`src/rtl/sram_mem_responder.sv`:
```
`default_nettype none
// ============================================================================
// Module      : sram_mem_responder
// Description : MEM-stage load/store responder. Splits each 32-bit word
//               access into two 16-bit accesses on an asynchronous SRAM,
//               holding each half on the bus for WAIT_CYCLES cycles. The
//               pipeline is frozen through `ready` while an access is in
//               flight.
//               Optional macro SRAM_BOUND_CHECK_EN: reject requests outside
//               [BASE_ADDR, BASE_ADDR + 2^19) without touching the SRAM.
// Revision    : 1.0 - initial release
// ============================================================================
module sram_mem_responder #(
    parameter int BASE_ADDR   = 1024,
    parameter int WAIT_CYCLES = 2
) (
    input  logic        clk,
    input  logic        rst,          // asynchronous, active-low
    input  logic        wr_en,
    input  logic        rd_en,
    input  logic [31:0] address,
    input  logic [31:0] writeData,
    output logic [31:0] readData,
    output logic        ready,
    output logic [17:0] sram_addr,
    output logic [15:0] sram_dq_out,
    output logic        sram_dq_oe,
    input  logic [15:0] sram_dq_in,
    output logic        sram_we_n
);

    localparam logic [1:0]  c_IDLE    = 2'd0;
    localparam logic [1:0]  c_LO      = 2'd1;
    localparam logic [1:0]  c_HI      = 2'd2;
    localparam logic [1:0]  c_DONE    = 2'd3;

    localparam logic [31:0] c_BASE    = 32'(BASE_ADDR);
    localparam logic [3:0]  c_WAIT_M1 = 4'(WAIT_CYCLES - 1);
    // With a single-cycle phase the only cycle is also the hold cycle,
    // so the write strobe never goes low.
    localparam logic        c_MULTI   = (WAIT_CYCLES > 1);

    logic [1:0]  r_state;
    logic [3:0]  r_cnt;
    logic        r_op_wr;
    logic [16:0] r_word;
    logic [15:0] r_wdata_hi;
    logic [31:0] r_read_data;
    logic [17:0] r_sram_addr;
    logic [15:0] r_dq_out;
    logic        r_dq_oe;
    logic        r_we_n;

    logic        w_req;
    logic [16:0] w_word;
    logic        w_reject;

    assign w_req  = wr_en | rd_en;
    // Out-of-window addresses simply wrap within the 17-bit word space.
    assign w_word = 17'((address - c_BASE) >> 2);

`ifdef SRAM_BOUND_CHECK_EN
    // Offset compared after subtraction so BASE_ADDR + 2^19 can never overflow.
    assign w_reject = (address < c_BASE) || ((address - c_BASE) >= 32'h0008_0000);
`else
    assign w_reject = 1'b0;
`endif

    // Freeze is combinational in IDLE so it takes effect in the request cycle.
    always_comb begin
        ready = 1'b0;
        if (!rst) begin
            ready = 1'b1;
        end else begin
            case (r_state)
                c_IDLE:  ready = ~w_req;
                c_DONE:  ready = 1'b1;
                default: ready = 1'b0;
            endcase
        end
    end

    // Access sequencer: state, phase timer, SRAM bus registers and load data.
    always_ff @(posedge clk or negedge rst) begin
        if (!rst) begin
            r_state     <= c_IDLE;
            r_cnt       <= 4'd0;
            r_op_wr     <= 1'b0;
            r_word      <= 17'd0;
            r_wdata_hi  <= 16'd0;
            r_read_data <= 32'd0;
            r_sram_addr <= 18'd0;
            r_dq_out    <= 16'd0;
            r_dq_oe     <= 1'b0;
            r_we_n      <= 1'b1;
        end else begin
            case (r_state)
                c_IDLE: begin
                    if (w_req) begin
                        r_op_wr    <= wr_en;
                        r_word     <= w_word;
                        r_wdata_hi <= writeData[31:16];
                        if (w_reject) begin
                            r_state <= c_DONE;
                            if (!wr_en) begin
                                r_read_data <= 32'd0;
                            end
                        end else begin
                            r_state     <= c_LO;
                            r_cnt       <= c_WAIT_M1;
                            r_sram_addr <= {w_word, 1'b0};
                            r_dq_out    <= writeData[15:0];
                            r_dq_oe     <= wr_en;
                            r_we_n      <= ~(wr_en & c_MULTI);
                        end
                    end
                end
                c_LO: begin
                    if (r_cnt == 4'd0) begin
                        if (!r_op_wr) begin
                            r_read_data[15:0] <= sram_dq_in;
                        end
                        r_state     <= c_HI;
                        r_cnt       <= c_WAIT_M1;
                        r_sram_addr <= {r_word, 1'b1};
                        r_dq_out    <= r_wdata_hi;
                        r_dq_oe     <= r_op_wr;
                        r_we_n      <= ~(r_op_wr & c_MULTI);
                    end else begin
                        // Raise the strobe for the final cycle to give data hold.
                        r_cnt  <= r_cnt - 4'd1;
                        r_we_n <= ~(r_op_wr & (r_cnt != 4'd1));
                    end
                end
                c_HI: begin
                    if (r_cnt == 4'd0) begin
                        if (!r_op_wr) begin
                            r_read_data[31:16] <= sram_dq_in;
                        end
                        r_state <= c_DONE;
                        r_dq_oe <= 1'b0;
                        r_we_n  <= 1'b1;
                    end else begin
                        r_cnt  <= r_cnt - 4'd1;
                        r_we_n <= ~(r_op_wr & (r_cnt != 4'd1));
                    end
                end
                default: begin
                    // DONE: the request still on the inputs is the one just served.
                    r_state <= c_IDLE;
                end
            endcase
        end
    end

    assign readData    = r_read_data;
    assign sram_addr   = r_sram_addr;
    assign sram_dq_out = r_dq_out;
    assign sram_dq_oe  = r_dq_oe;
    assign sram_we_n   = r_we_n;

endmodule
`default_nettype wire

```
`config.mk`:
```
export PLATFORM = sky130hd
export DESIGN_NAME = sram_mem_responder
export DESIGN_NICKNAME = d
export VERILOG_FILES = /design/src/rtl/sram_mem_responder.sv
export SDC_FILE = /design/constraint.sdc
export NUM_CORES = 1
export LEC_CHECK = 0
export BUFFER_PORTS_ARGS = -buffer_cell sky130_fd_sc_hd__buf_2
export CAP_MARGIN = 20
export CORE_MARGIN = 2
export CORE_UTILIZATION = 45
export DETAILED_ROUTE_END_ITERATION = 8
export PLACE_DENSITY = 0.72
export SLEW_MARGIN = 20
export SYNTH_ARGS = -nofsm -noshare
export SYNTH_HDL_FRONTEND = slang
export SYNTH_SLANG_ARGS = --single-unit
```
`constraint.sdc`:
```
create_clock -name clk -period 5.8 [get_ports clk]
set_clock_uncertainty 0.2 [all_clocks]
set_input_delay 1.16 -clock clk [delete_from_list [all_inputs] [get_ports clk]]
set_output_delay 1.16 -clock clk [all_outputs]
set_load 0.01 [all_outputs]
```
Word level (Yosys, flattened, before mapping)
Cells that the tools add are included.
{"block": "totals", "reg_bits": 108, "out_inout_bits": 69, "wordCells": 63}
{"block": "classes", "add_sub_neg": 2, "eq_ne": 8, "n_mux": 24, "bitwise_logic": 6, "reduce_logical": 12}
{"cell": "$mux 18", "n": 2}
{"cell": "$pmux 18 s2", "n": 1}
{"cell": "$mux 16", "n": 2}
{"cell": "$pmux 16 s2", "n": 1}
{"cell": "$sub 19x11->19 const B", "n": 1}
{"cell": "$reduce_and 3->1", "n": 5}
{"cell": "$mux 4", "n": 3}
{"cell": "$pmux 4 s3", "n": 1}
{"cell": "$ne 2x2->1 const B", "n": 4}
{"cell": "$mux 1", "n": 7}
{"cell": "$mux 2", "n": 3}
{"cell": "$pmux 1 s3", "n": 2}
{"cell": "$pmux 2 s3", "n": 1}
{"cell": "$eq 2x2->1 const B", "n": 2}
{"cell": "$logic_not 4->1", "n": 1}
{"cell": "$ne 4x1->1 const B", "n": 1}
{"cell": "$not 1->1", "n": 4}
{"cell": "$reduce_and 2->1", "n": 2}
{"cell": "$reduce_and 4->1", "n": 1}
{"cell": "$sub 4x1->4 const B", "n": 1}
{"cell": "$reduce_bool 3->1", "n": 1}
{"cell": "$eq 2x1->1 const B", "n": 1}
{"cell": "$logic_not 2->1", "n": 1}
{"cell": "$pmux 1 s2", "n": 1}
{"cell": "other kinds (3)", "n": 3}

Depth between registers and ports, before layout
Gate-level depths: netlist of run 1.
{"block": "depth", "depth_word": 5, "ltp_mapped": 8, "depth_no_buf": 6}

Worst setup path before layout of run 1
OpenSTA, ideal clock, no wires.
{"block": "synth_path", "path_kind": "input to output", "start": "in wr_en", "end": "out ready", "arrival_ns": 1.788, "slack_ns": 2.652, "cell_stages": 3, "n_path_buf": 0, "path_cell_list": "nor3b_1 > nor2_1 > o21ai_0"}
{"block": "synth_via", "elab_chain_cells": 4}
{"element": "start: declaration", "line": "19", "source": "input logic wr_en,"}
{"element": "$or 1x1->1", "line": "58", "source": "assign w_req = wr_en | rd_en;"}
{"element": "$not 1->1", "line": "76", "source": "c_IDLE: ready = ~w_req;"}
{"element": "$pmux 1 s2", "line": "75", "source": "case (r_state)"}
{"element": "$mux 1", "line": "72", "source": "if (!rst) begin"}
{"element": "end: declaration", "line": "24", "source": "output logic ready,"}
No other way between the ends.

Worst setup path in the final report of run 1
Ends and elaborated chain as after synthesis.

==> summary.md, run 1 <==
| Metric | Value |
|---|---|
| Longest Clk Path Bufs | 2 |
| Sequential group share of total power | 0.396 |
| TritonCTS clock tree | yes |
| FF+latch count, synth | 108 |
| Sink Count | 108 |
| Synth Flop Type | dfrtp_1 |
| Setup CP Type | in -> out |
| Hold wc startpoint | sram_dq_out[9] |
| Vias | 3408 |
| Final setup violation count | 0 |
| Die Width | ~110 um |
| Peak supply drop | between 0.2 and 0.3 mV |
| TNS Setup | 0 ns |
| Total global routing overflow | 0 |
| Max_cap viols | 0 |
| Crit path DAT | approximately 2.1 ns |
| Initial antenna violation count | 0 |
| Pre-CTS setup slack | between 2 and 2.5 ns |
| Worst-path clk slew | 0.10 ns |
| Crit start category | input pin |
| Final Hold Vio Count | 0 |
| Post-route ant nets | 0 |
| Tmin final | 3.41 ns |
| R2R setup slack | 2.93 ns |
| Yosys cell types | 41 |
| Status | complete, no violations |
| Synthesized area | just under 5000 um^2 |
| Worst slew pin tran | 0.984 ns |
| H-tree depth | 3 |
| Critical Path RT | 4.44 ns |
| Critical R2R Launch | r_state[0] |
| Most common cell after layout, fill and taps aside | buf_2 |
| Static leakage | 2.83 nW |
| Area Overhead vs Synth | 20.0% |
| NetSw | 1.25 mW |
| Number of fill cells in the layout | 890 |
| Post-CTS Hold Buffers | 0 |
| Slowest stage delay, CP | 0.28 ns |
| DRT Wirelength | 10000 um |
| Clock network fraction of design power | 0.151 |
| Tcrit/Tclk final | 0.587 |
| Drt wl/cell | 15.1 um |
| Yosys synthesis warning count | 0 |
| RSZ-0062 raised after global routing | no |
| Largest net degree at the start of global routing | 70 |
| Number of buffers added for setup after CTS | 0 |
| Syn Nets | 483 |
| Initial Utilization | 0.466 |
| Hold path depth | 2 |
| Clock Tree Root | clkbuf_8 |
| Num CTS Buffers | 9 |
| Post-route DRC | 0 |
| Antenna diode count | 0 |
| Int Power | 2.13 mW |
| Cell mode on critical path | buf_2 |
| Worst-path maximum fanout | 5 |
| First-pass DRT Iterations | 4 |
| Crit path max-delay cell type | nor3b_1 |
| Fin Hold WS | 0.285 ns |
| Min setup slack post-route | 2.39 ns |
| Buffers on Ports | 137 |
| Sw frac | 0.370 |
| Max-slew violation count | 0 |
| Crit-path cells | buf_2 > nor3b_1 > nor2_1 > o21ai_0 > buf_2 |
| Share of cells above drive strength 1 | 0.433 |
| Drt via density | 5.14 |
| P per Cell Area | about 580 nW/um^2 |
| Vias in the first global route | 3417 |
| Worst-case reg-to-reg path depth | 6 |
| Layout net count | approximately 610 |
| Reg-to-reg endpoint | sram_dq_out[2] |
| GRT Resource Usage Total | 0.179 |
| Final HPWL DP | 7080 um |
| Avg Cell Area, Syn | between 10 and 15 um^2 |
| Fmax | 294 MHz |
| Post-synthesis async set-or-reset flop share | 1.00 |
| Row count | 37 |
| Full die area | 11600 um^2 |
| GPL Wtd Cong | 0.753 |
| Seq/Total Area, Yosys | 0.558 |
| Synth Instances | 391 |
| Combinational share of power | 0.453 |
| Rel. slew slack | 0.344 |
| Post-synth EDFFs | 0 |
| Worst skew pair latency | 0.38 ns |
| Worst Hold Path EP | sram_dq_out[9] |
| Die Ht | 108 um |
| First-pass GRT wire length | between 15000 and 20000 um |
| 1st-iter DRT viols | roughly 220 |
| Commonest non-fill, non-tap cells in the layout | buf_2, dfrtp_1, nand2_1 |
| CORE AREA | 10400 um^2 |
| Hold/Removal Path Class | reg -> reg |
| PostCTS Resize Cnt | 0 |
| Kind of end point of the critical path | output port |
| I/O pin count | around 150 |
-- per-stage QoR --
stage / area (um^2) / total power [mW] / instances / utilization
6_report: 5820 / 3.38 / 663 / 0.559
5_1_grt: 5820 / 3.65 / 663 / 0.559
2_1_floorplan: 4850 / 2.45 / 391 / -
3_3_place_gp: 5600 / 2.84 / 647 / 0.537
4_1_cts: 5820 / 3.42 / 663 / 0.559
3_5_place_dp: 5600 / 2.90 / 647 / 0.537
-- worst max-delay path: cells and delay by family --
kind	cells	cell delay [ns]
simple gates	2	0.43
buf+inv	2	0.29
compound gates	1	0.16
-- worst max-delay path by stage --
stage          startpoint  depth (start not counted)             end
6_report            wr_en                          5           ready
5_1_grt        r_state[1]                          6           ready
3_5_place_dp        wr_en                          5  sram_dq_out[2]
4_1_cts             wr_en                          5           ready
3_3_place_gp        wr_en                          5  sram_dq_out[3]
2_1_floorplan       wr_en                          3           ready
-- power groups by stage --
stage	clock, mW	sequential [mW]	combinational [mW]
global route	0.560	1.38	1.71
floorplan	0	1.44	1.01
global placement	0	1.33	1.51
CTS	0.527	1.34	1.55
finish	0.509	1.34	1.53
detailed placement	0	1.36	1.55
-- cell usage after synthesis (all sizes together) (2+ instances only) --
cell | instances | area (um^2)
a21oi | 9 | 45.0
buf | 14 | 123
clkbuf | 6 | 25.0
dfrtp | 107 | 2680
ha | 8 | 100
inv | 8 | 30.0
mux2 | 60 | 751
mux2i | 26 | 260
nand2 | 51 | 206
nand2b | 2 | 12.5
nand3 | 6 | 30.0
nor2 | 13 | 56.3
nor3 | 5 | 25.0
nor3b | 3 | 22.5
o211ai | 4 | 30.0
o21ai | 46 | 230
o22a | 2 | 17.5
o32ai | 2 | 17.5
or3b | 2 | 20.0
xnor2 | 5 | 43.8
xor2 | 2 | 17.5
-- sequential cells by signal (all words and copies together), names as in the netlist --
register     cells
sram_addr       18
r_wdata_hi      16
sram_dq_out     16
readData        32
sram_we_n        1
sram_dq_oe       1
r_op_wr          1
r_word          17
r_state          2
r_cnt            4
-- routing by layer --
layer | part of all wire | track usage
met3 | 0.057 | 0.0436
met5 | 0 | 0
met4 | 0.022 | 0.0723
met2 | 0.49 | 0.303
met1 | 0.43 | 0.220
-- cell families after synthesis --
family	after synthesis	synth area share
XOR/XNOR	7	0.0126
adder cells (fa/ha/maj)	8	0.0206
AO/OA/AOI/OAI	67	0.0784
AND/OR/NAND/NOR	87	0.0857
multiplexers	86	0.208
buffers and inverters	28	0.0366
flip-flops	108	0.558
-- area by class of cell --
cell class	instances	area, um^2	share of cell area
clock buffer	11	141	0.0243
timing repair buffer	140	711	0.122
sequential	108	2700	0.465
multi-input combinational	255	1980	0.340
tap	136	170	0.0292
inverter	8	30.0	0.00516
clock inverter	5	82.6	0.0142
No activity file was read; power rests on OpenSTA's default activity.
==> run 2: changes to the inputs <==
- PLACE_DENSITY: 0.72 -> 0.75
- clock period: 5.8 -> 2.95 ns (I/O delays scaled with it)
==> run 2 against run 1 <==
Effect of this change:
- worst hold slack got worse by 0.035 ns
- sequential share of layout area is essentially flat
- core utilization about the same
- die area unchanged
- critical endpoint unchanged
- setup slack worse by 2.1 ns
- wire length is 2.7% higher
- design area barely moved
- clock-buffer cell count decreased by 1
- non-clock buffer count grew 4
- critical path type is now reg -> out
- register-to-register slack lost 2.4 ns
==> summary.md, run 2 (synthesized netlist as in run 1, its figures left out) <==
| Metric | Value |
|---|---|
| Worst-path clk slew | 0.11 ns (was 0.10 ns) |
| Die Width | 108 um (unchanged) |
| Sink Count | 108 (unchanged) |
| First-pass GRT wire length | 16600 um (was 16300 um) |
| Total global routing overflow | 0 (unchanged) |
| Drt wl/cell | 15.4 um (was 15.1 um) |
| Worst slew pin tran | 0.990 ns (was 0.984 ns) |
| Vias in the first global route | 3438 (was 3417) |
| Setup CP Type | reg -> out (was in -> out) |
| Full die area | 11600 um^2 (unchanged) |
| Most common cell after layout, fill and taps aside | buf_2 (unchanged) |
| Kind of end point of the critical path | output port (unchanged) |
| Row count | 37 (unchanged) |
| Longest Clk Path Bufs | 2 (unchanged) |
| GRT Resource Usage Total | 0.181 (was 0.179) |
| Status | complete, no violations (unchanged) |
| TNS Setup | 0 ns (unchanged) |
| Top Layer Used | met4 (unchanged) |
| Static leakage | 2.83 nW (about the same) |
| Initial Utilization | 0.466 (unchanged) |
| Die Ht | 108 um (unchanged) |
| Tcrit/Tclk final | 0.907 |
| Clock Tree Root | clkbuf_8 (unchanged) |
| Post-route DRC | 0 (unchanged) |
| Crit path max-delay cell type | dfrtp_1 (was nor3b_1) |
| RSZ-0062 raised after global routing | no (unchanged) |
| Final HPWL DP | 7400 um (was 7080 um) |
| Num CTS Buffers | 9 (unchanged) |
| Rel. slew slack | 0.340 (was 0.344) |
| Worst-path maximum fanout | 6 (was 5) |
| P per Cell Area | 1120 nW/um^2 (was 580 nW/um^2) |
| GPL Wtd Cong | 0.761 (was 0.753) |
| Tmin final | roughly 2.7 ns |
| Final Hold Vio Count | 0 (unchanged) |
| Drt via density | 5.11 (was 5.14) |
| Initial antenna violation count | 0 (unchanged) |
| I/O pin count | 153 (unchanged) |
| Max-slew violation count | 0 (unchanged) |
| DR WL met2 | 5090 um (was 4930 um) |
| Crit path DAT | 1.89 ns (was 2.05 ns) |
| 1st-iter DRT viols | 151 (was 221) |
| Max reg flops | 32 (unchanged) |
| Number of fill cells in the layout | 900 (was 890) |
| Met3 WL | 533 um (was 567 um) |
| Largest net degree at the start of global routing | 59 (was 70) |
| CORE AREA | 10400 um^2 (unchanged) |
| First-pass DRT Iterations | 4 (unchanged) |
| Fin cells | 666 (was 663) |
| Fin util | 0.559 (about the same) |
| TritonCTS clock tree | yes (unchanged) |
| DRT Wirelength | 10300 um (was 10000 um) |
| H-tree depth | 3 (unchanged) |
| Crit start category | flip-flop (was input pin) |
| Share of cells above drive strength 1 | 0.438 (was 0.433) |
| R2R setup slack | 0.50 ns (was 2.93 ns) |
| Fmax | ~370 MHz |
| Antenna diode count | 0 (unchanged) |
| Worst skew pair latency | 0.36 ns (was 0.38 ns) |
| Post-route total power | 6.52 mW (was 3.38 mW) |
| Max_cap viols | 0 (unchanged) |
| Commonest non-fill, non-tap cells in the layout | buf_2, dfrtp_1, nand2_1 (unchanged) |
| Vias | 3400 (was 3408) |
| Hold/Removal Path Class | in -> reg (was reg -> reg) |
| Post-route ant nets | 0 (unchanged) |
| Area Overhead vs Synth | 20.0% (about the same) |
| Final setup violation count | 0 (unchanged) |
| Peak supply drop | 0.485 mV (was 0.266 mV) |
| Slowest stage delay, CP | 0.41 ns (was 0.28 ns) |
| Placed instance count | 650 (was 647) |
| Crit-path cells | inv_1 > ha_1 > nor3b_2 > nor2_1 > o21ai_0 > buf_2 (was buf_2 > nor3b_1 > nor2_1 > o21ai_0 > buf_2) |
| M1 WL | 4500 um (was 4280 um) |
| Buffers on Ports | 137 (unchanged) |
| Critical Path RT | 2.16 ns (was 4.44 ns) |
| Layout net count | 618 (was 614) |
[run 2: cell count changes in the layout (fill, tap and decap cells not counted), sizes merged]
| cell | before | now |
|---|---|---|
| clkinv | 2 | 4 |
| clkbuf | 11 | 10 |
| dlygate4sd3 | 0 | 1 |
| bufinv | 2 | 0 |
| buf | 140 | 143 |
[run 2: worst paths after layout]
path                                       end  cells past startpoint     startpoint
worst min register to register   sram_addr[10]                      2  sram_addr[10]
worst max register to register  sram_dq_out[3]                      5       r_cnt[0]
worst max-delay path                     ready                      6     r_state[0]
max in group asynchronous        sram_addr[12]                      3            rst
min in group asynchronous             r_cnt[0]                      2            rst
worst min-delay path            r_wdata_hi[12]                      2  writeData[28]
[run 2: report_power, final]
group | switching [mW] | leakage (nW) | internal (mW) | total, mW
clock | 0.509 | 0.0944 | 0.338 | 0.847
combinational | 1.59 | 1.44 | 1.45 | 3.04
sequential | 0.394 | 1.30 | 2.24 | 2.63
total | 2.49 | 2.83 | 4.03 | 6.52
[run 2: through the flow]
stage               area, um^2  hold WS, ns  setup slack [ns]
floorplan                 4850       0.0944             0.852
global placement          5620        0.262             0.537
detailed placement        5620        0.270             0.476
CTS                       5810        0.232             0.190
global route              5820        0.231            0.0941
finish                    5820        0.250             0.275
[run 2: layer usage]
| layer | vias to the layer above | GRT usage |
|---|---|---|
| met5 | - | 0 |
| met4 | 0 | 0.0632 |
| met3 | 10 | 0.0327 |
| met2 | 105 | 0.314 |
| met1 | 1656 | 0.226 |
| li1 | 1629 | - |
[run 2: repair_timing]
| item | 4_1_cts | 5_1_grt |
|---|---|---|
| setup endpoints to repair | 0 | 1 |
| hold buffers | 1 | 0 |
| endpoints found under the hold margin | 16 | 0 |
| gates resized for setup | 0 | 1 |
| buffers inserted | 0 | 0 |
[run 2: critical path: cells and delay by family, from the launching register on]
kind | cells | cell delay (ns)
DFF | 1 | 0.41
AOI/OAI and AO/OA | 1 | 0.11
and+or+nand+nor | 2 | 0.46
adders and majority gates | 1 | 0.29
buffers and inverters | 2 | 0.24
[run 2: final cells by class]
cell class                 count  area (um^2)  area share
multi-input combinational    255         1990       0.342
clock buffer                  10          138      0.0237
inverter                       8         30.0     0.00516
tap                          136          170      0.0292
sequential                   108         2700       0.465
timing repair buffer         144          743       0.128
clock inverter                 5         46.3     0.00796
